--- config.mk ---
export PLATFORM = sky130hd
export DESIGN_NAME = issue_trace_buffer
export DESIGN_NICKNAME = d
export VERILOG_FILES = /design/src/rtl/issue_trace_buffer.sv
export SDC_FILE = /design/constraint.sdc
export NUM_CORES = 2
export LEC_CHECK = 0
export BUFFER_PORTS_ARGS = -buffer_cell sky130_fd_sc_hd__buf_2
export CAP_MARGIN = 20
export CORE_ASPECT_RATIO = 0.7
export CORE_MARGIN = 2
export CORE_UTILIZATION = 50
export CTS_CLUSTER_SIZE = 10
export DETAILED_ROUTE_END_ITERATION = 10
export GPL_TIMING_DRIVEN = 1
export PLACE_DENSITY = 0.7
export REMOVE_ABC_BUFFERS = 1
export SLEW_MARGIN = 20
export SYNTH_ARGS = -nofsm -noshare
export SYNTH_HDL_FRONTEND = slang
export SYNTH_SLANG_ARGS = --single-unit
--- constraint.sdc ---
create_clock -name clk -period 12.85 [get_ports clk]
set_input_delay 1.285 -clock clk [delete_from_list [all_inputs] [get_ports clk]]
set_output_delay 1.285 -clock clk [all_outputs]
set_load 0.005 [all_outputs]
--- src/rtl/issue_trace_buffer.sv ---
// issue_trace_buffer: captures per-cycle retire information from the issue
// lanes into a circular trace buffer, readable through a show-ahead
// valid/ready port.
// Optional build macro TRACE_TIMESTAMP_EN adds a free-running cycle counter
// whose value is stored in the top TS_W bits of every entry.
module issue_trace_buffer #(
  parameter int LANES  = 2,
  parameter int DATA_W = 32,
  parameter int DEPTH  = 16,
  parameter int TS_W   = 16,
`ifdef TRACE_TIMESTAMP_EN
  localparam int TS_BITS = TS_W,
`else
  // Without the counter the timestamp width contributes nothing to an entry.
  localparam int TS_BITS = (TS_W > 0) ? 0 : 0,
`endif
  localparam int ENTRY_W = LANES * (33 + DATA_W) + TS_BITS,
  localparam int AW      = $clog2(DEPTH)
) (
  input  logic                      clk,
  input  logic                      rst,
  input  logic                      arm,
  input  logic                      stop,
  input  logic                      mode_wrap,
  input  logic                      trig_en,
  input  logic [31:0]               trig_ins,
  input  logic [LANES-1:0]          lane_valid,
  input  logic [LANES*32-1:0]       lane_ins,
  input  logic [LANES*DATA_W-1:0]   lane_result,
  output logic                      rd_valid,
  input  logic                      rd_ready,
  output logic [ENTRY_W-1:0]        rd_data,
  output logic [AW:0]               count,
  output logic [1:0]                state,
  output logic                      overflow
);

  localparam logic [1:0] ST_IDLE    = 2'd0;
  localparam logic [1:0] ST_ARMED   = 2'd1;
  localparam logic [1:0] ST_CAPTURE = 2'd2;
  localparam logic [1:0] ST_DONE    = 2'd3;

  localparam logic [AW:0]   CNT_FULL = (AW + 1)'(DEPTH);
  localparam logic [AW:0]   CNT_ONE  = (AW + 1)'(1);
  localparam logic [AW-1:0] PTR_ONE  = AW'(1);

  logic [1:0]         state_reg, state_next;
  logic [AW-1:0]      wr_ptr_reg, rd_ptr_reg;
  logic [AW:0]        count_reg;
  logic               overflow_reg;
  logic [ENTRY_W-1:0] mem [DEPTH];
  logic [ENTRY_W-1:0] entry_in;

  logic [LANES-1:0]   lane_match;
  logic               trig_hit;
  logic               any_valid;
  logic               full;
  logic               arm_ok;
  logic               pop_eff;
  logic               push_req;
  logic               discard;
  logic               drop;
  logic               do_push;
  logic               in_armed;
  logic               in_capture;

  // Per-lane trigger comparators: a lane matches only when it actually retires.
  generate
    for (genvar gi = 0; gi < LANES; gi++) begin : g_match
      assign lane_match[gi] = lane_valid[gi] && (lane_ins[gi*32 +: 32] == trig_ins);
    end
  endgenerate

  assign trig_hit  = |lane_match;
  assign any_valid = |lane_valid;
  assign full      = (count_reg == CNT_FULL);

  // arm is only honoured outside CAPTURE; when honoured it flushes the buffer,
  // so any pop or push in that same cycle is discarded.
  assign arm_ok   = arm && !in_capture;
  assign pop_eff  = rd_valid && rd_ready && !arm_ok;
  assign push_req = !arm_ok && any_valid && (in_capture || (in_armed && trig_hit));

  // A push into a full buffer either evicts the head (wrap mode) or is lost
  // (stop mode); a simultaneous pop always makes room instead.
  assign discard = push_req && full && !pop_eff && mode_wrap;
  assign drop    = push_req && full && !pop_eff && !mode_wrap;
  assign do_push = push_req && !drop;

`ifdef TRACE_TIMESTAMP_EN
  logic [TS_W-1:0] ts_reg;

  // Free-running cycle counter, wraps naturally.
  always_ff @(posedge clk) begin
    if (rst) ts_reg <= '0;
    else     ts_reg <= ts_reg + TS_W'(1);
  end

  assign entry_in = {ts_reg, lane_result, lane_ins, lane_valid};
`else
  assign entry_in = {lane_result, lane_ins, lane_valid};
`endif

  // Trace storage; contents are left untouched by reset and flush.
  always_ff @(posedge clk) begin
    if (do_push) mem[wr_ptr_reg] <= entry_in;
  end

  // Head of the queue read straight out of storage so a newly written entry
  // is visible the cycle after its write; forced to zero when empty.
  assign rd_data = (count_reg != '0) ? mem[rd_ptr_reg] : '0;

  // Pointer, occupancy and sticky overflow bookkeeping.
  always_ff @(posedge clk) begin
    if (rst || arm_ok) begin
      wr_ptr_reg   <= '0;
      rd_ptr_reg   <= '0;
      count_reg    <= '0;
      overflow_reg <= 1'b0;
    end else begin
      if (do_push)
        wr_ptr_reg <= wr_ptr_reg + PTR_ONE;
      if (pop_eff || discard)
        rd_ptr_reg <= rd_ptr_reg + PTR_ONE;
      if (do_push && !(pop_eff || discard))
        count_reg <= count_reg + CNT_ONE;
      else if (!do_push && pop_eff)
        count_reg <= count_reg - CNT_ONE;
      if (discard)
        overflow_reg <= 1'b1;
    end
  end

  // FSM state register.
  always_ff @(posedge clk) begin
    if (rst) state_reg <= ST_IDLE;
    else     state_reg <= state_next;
  end

  // FSM next-state logic; stop beats arm in CAPTURE because arm is ignored there.
  always_comb begin
    state_next = state_reg;
    case (state_reg)
      ST_IDLE, ST_DONE: begin
        if (arm) state_next = trig_en ? ST_ARMED : ST_CAPTURE;
      end
      ST_ARMED: begin
        if (arm)           state_next = trig_en ? ST_ARMED : ST_CAPTURE;
        else if (trig_hit) state_next = ST_CAPTURE;
      end
      ST_CAPTURE: begin
        if (stop || drop) state_next = ST_DONE;
      end
      default: state_next = ST_IDLE;
    endcase
  end

  // FSM-derived outputs and decodes.
  always_comb begin
    in_armed   = (state_reg == ST_ARMED);
    in_capture = (state_reg == ST_CAPTURE);
    state      = state_reg;
    rd_valid   = (count_reg != '0);
    count      = count_reg;
    overflow   = overflow_reg;
  end

endmodule

# Word-level counts from Yosys, hierarchy flattened
# Memory sizes are Yosys's and may differ from the RTL's. A register that Yosys moved wholly into a read port is not among the register bits.
# Cells that the tools add are included.
# classes
n_addsub	4
mul	0
n_div	0
n_lt_le_gt_ge	0
eq_ne	9
shift	0
mux	13
bitwise_logic	0
reduce_logical	33
# ops
op	n
$mux 130	1
$eq 32x32->1	2
$logic_and 1x1->1	15
$mux 2	5
$mux 5	2
$add 4x1->4 const B	2
$mux 4	2
$logic_not 1->1	7
$pmux 2 s3	1
$reduce_or 2->1	3
$add 5x1->5 const B	1
$eq 5x5->1 const B	1
$reduce_bool 5->1	1
$sub 5x1->5 const B	1
$eq 2x2->1 const B	2
$logic_or 1x1->1	4
$ne 3x3->1 const B	1
$reduce_and 3->1	1
$eq 2x1->1 const B	1
$logic_not 2->1	1
$mux 1	2
$ne 2x1->1 const B	1
$ne 2x2->1 const B	1
$reduce_bool 2->1	1
# totals
regBits	16
latchBits	0
mem_bits_rw	2080
rom_bits	0
in_bits	169
out_inout_bits	139
elab_cells	65
n_memories	1
# mem_list
name	words	word_bits	read_ports	rd_clocked_by_memory_dff	write_ports	line	text
mem	16	130	1	1	1	51	logic [ENTRY_W-1:0] mem [DEPTH];

# Logic depth before layout (Yosys ltp)
# logic_depth
depth_word	15
depth_mapped	14
ltp_nobuf	13

# Least setup slack after synthesis
# OpenSTA, ideal clock, no wires.
# synth_timing
path_type	input-to-reg
start	input port trig_ins[28]
end	memory mem[0][0] (netlist name), enable pin
setup_ps	778
arrival_ps	11886
required_time_ps	12072
slack_ps	185
cell_stages	9
path_buffers	1
path_cell_list	xor2_1 > nor4_1 > nand4_1 > or4_4 > o311ai_4 > buf_6 > o21a_1 > nand2_1 > nor3_1
# synth_between
elab_chain_len	13
elab_cells_between_ends	15
classes_between	eq/ne (2); mux (2); reduce/logical (11)
# synth_rtl
element	line	text
from (decl)	26	input logic [31:0] trig_ins,
$eq 32x32->1	70	assign lane_match[gi] = lane_valid[gi] && (lane_ins[gi*32 +: 32] == trig_ins);
$logic_and 1x1->1	70	
$reduce_or 2->1 *	74	assign trig_hit = |lane_match;
$logic_and 1x1->1 *	82	assign push_req = !arm_ok && any_valid && (in_capture || (in_armed && trig_hit));
$logic_or 1x1->1 *	82	
$logic_and 1x1->1 *	82	
$logic_and 1x1->1 (3 in a row)	87	assign drop = push_req && full && !pop_eff && !mode_wrap;
$logic_not 1->1	88	assign do_push = push_req && !drop;
$logic_and 1x1->1 *	88	
$mux 1 *	106	if (do_push) mem[wr_ptr_reg] <= entry_in;
$mux 1 (not written as such) *	106	
to (decl)	51	
# Mark *: on every way between the ends. The rest lies on a longest branch, timed or not.

==> impl_metrics.toml <==
[critical_path]
worst_path_buf_inv = 4
worst_r2r_path_depth = 8
cp.arrival_ps = 5380
cp-end-kind = "primary output"
slowest_delay_ps = 870
critical_path.cell_chain = "buf_12 -> buf_12 -> buf_4 -> mux4_2 -> mux4_2 -> and2_1 -> buf_2"
crit_cells = 7
path_class = "reg -> out"
cp-start-kind = "flip-flop"
reg2reg_slack_ps = 7990
cp_slowest_cell = "dfxtp_4"
path_delay_family = "buffers and inverters"
crit_path_max_fanout = 100
worst-endpoint-required_ps = 11560
rr_startpoint = "state[0]$_SDFFE_PP0P_"
crit-reg2reg-capture = "mem[13][48]$_DFFE_PP_"

[synthesis]
synth.mux.area_fraction = 0.182
yosys.area_share.adder = 0.00180
synth-xor-area-share = 0.00749
synth_area_per_cell_um2 = 24.5
yosysSeqAreaShare = 0.779
main_combinational_cell_family_by_area_after_synthesis = "multiplexers"
synthSimpleGateAreaFrac = 0.0178
ys_async_sr_fraction = 0
syn_area_um2 = 80700
synthFlopType = "edfxtp_1"
synth_compound_gate_area_share = 0.00321
synth_cells = 3293
synth_warnings = 0
ys_types = 43
edff_count_synth = 2080
ys_seq_elements = 2100

[sta]
finalHoldViolCount = 0
clock.fmax_mhz = 150
layout_setup_ws_ps = 6180
timing.clock.skew_ps = 33.6
rsz0062_at_grt = "false"
maxSlewHeadroom = 0.277
timing.final.setup_violations = 0
maxSlewViolCount = 0
worst_slew_pin_slew_ps = 1090
min_period_ps = 6670
timing.final.crit_share = 0.519

[flow_run]
timing.max_cap.violations = 0

[cells_and_area]
largest_register_ff_count = 2080
design_area_final_um2 = 91200
synthToLayoutAreaGrowth_pct = 13.0
final_cell_mix = "edfxtp_1 (2080), mux4_2 (650), buf_2 (307), clkbuf_16 (231), and2_1 (131)"
design.final.nets = 3900
layout_commonest_cell = "edfxtp_1"
drive_above_1_share = 0.340

[cts]
htreeDepth = 4
ctsLongestPathBuffers = 3
cts.repair.resized = 0
root_buffer = "clkbuf_16"
clk_latency_ps = 840
numCtsBuffers = 229
cts.clk_slew.worst_paths_ps = 50
cts_num_sinks = 2100
hold_buffers = 0
cts_setup_buffers = 0
cts_tree = "yes"

[hold_path]
hold_start = "rd_ptr_reg[2]$_SDFFE_PP0N_"
worst_hold_path.num_cells = 2
hold_path.class = "reg -> reg"

[global_routing]
global_route_overflow = 0
grt_antenna_before_repair = 40
via_count_of_the_first_global_routing_pass = 37800
grt_first_pass_wirelength_mm = 272
grt_max_degree = 134
grt.total_usage = 0.231

[placed_design]
dp.final_hpwl_mm = 98.2
port_buffers = 307
placed_area_um2 = 85000
place_congestion = 0.789
post-place-ws_ps = 6000

[floorplan]
ioPinCount = 308
overall_die_area_um2 = 165000
start_util = 0.503
core-area_um2 = 160000
chip_height_um = 340
die_w_um = 484
placementRows = 123

[drt]
drt-total-wl_mm = 189
drtPass1Iterations = 5
number_of_drc_violations_after_detailed_routing_iteration_0 = 4336
routedWlPerCell_um = 31.9
routed-via-count = 37100
detail_route.vias_per_cell = 6.29
ant_nets = 0
residual_drc = 0

[power]
p_per_cell_area_nw_per_um2 = 156
ir_drop_mv = 0.156
power.leakage_nw = 27.8

[status]
run_status = "complete, no violations"
[through the flow]
step	setup TNS, ps	hold WS, ps	util	cells	power (W)
2_1_floorplan	-1441610	459	-	3130	0.00845
3_3_place_gp	0	465	0.530	5613	0.00871
3_5_place_dp	0	483	0.530	5613	0.00872
4_1_cts	0	492	0.568	5891	0.0143
5_1_grt	0	525	0.568	5896	0.0146
6_report	0	493	0.569	5902	0.0142
[synth_stat cells (2+ instances only)]
master,n,area (µm²)
ha_1,10,125
nand4_1,13,81.3
o211ai_1,2,15.0
nand2b_1,4,25.0
nor2_1,26,97.6
xor2_1,36,315
o21ai_0,7,35.0
xnor2_1,33,289
nor2b_1,2,12.5
or3_1,5,31.3
buf_1,60,225
a31oi_1,2,12.5
nor3_1,11,55.1
o31a_1,2,17.5
mux2i_1,6,60.1
inv_1,9,33.8
a21o_1,4,30.0
and2_1,131,820
a21oi_1,13,65.1
dfxtp_1,20,400
edfxtp_1,2080,62500
or4_1,3,22.5
mux4_2,650,14600
nand3_1,9,45.0
and3_1,2,12.5
clkbuf_1,102,383
nand4b_1,3,26.3
nand2_1,18,67.6
nor4_1,16,100
[power breakdown]
group          switching [W]  internal (W)  leakage, nW
logic               0.000552      0.000367         5.98
registers          0.0000232       0.00762         18.9
clock network        0.00244       0.00319         2.99
total                0.00302        0.0112         27.8
[worst max path at each step]
stage	endpoint	slack (ps)
floorplan	rd_data[0]	-11090
global placement	mem[13][39]$_DFFE_PP_	6030
detailed placement	mem[13][48]$_DFFE_PP_	6000
CTS	rd_data[48]	5930
global route	rd_data[48]	5660
finish	rd_data[48]	6180
[layer usage]
layer / wire [µm] / GRT usage / part of all wire / vias up
met5: 184 / 0 / 0.00098 / -
met4: 2810 / 0.0507 / 0.015 / 30
met3: 17900 / 0.0564 / 0.095 / 248
met2: 88500 / 0.348 / 0.47 / 1780
met1: 79200 / 0.347 / 0.42 / 20100
li1: - / - / - / 14900
[cell type report]
type | count | area [µm²]
Timing Repair Buffer | 359 | 2180
Tap cell | 2125 | 2660
Sequential cell | 2100 | 62900
Fill cell | 11500 | 69200
Clock inverter | 18 | 241
Antenna cell | 10 | 25.0
Multi-Input combinational cell | 1021 | 17300
Inverter | 9 | 38.8
Clock buffer | 260 | 5890
[cells by family (layout without fill, tap and decap cells)]
group / Yosys count / count (layout)
flip-flops: 2100 / 2100
AND/OR/NAND/NOR: 247 / 247
other: 0 / 10
XOR/XNOR: 69 / 69
AO/OA/AOI/OAI: 37 / 37
adder cells (fa/ha/maj): 11 / 11
multiplexers: 657 / 657
buffers and inverters: 172 / 646
[worst min-delay path: cells and delay by family (launching register included)]
kind           cells  cell delay (ps)
AO/OA/AOI/OAI      2              140
flip-flops         1              310
No activity file was read; power rests on OpenSTA's default activity.
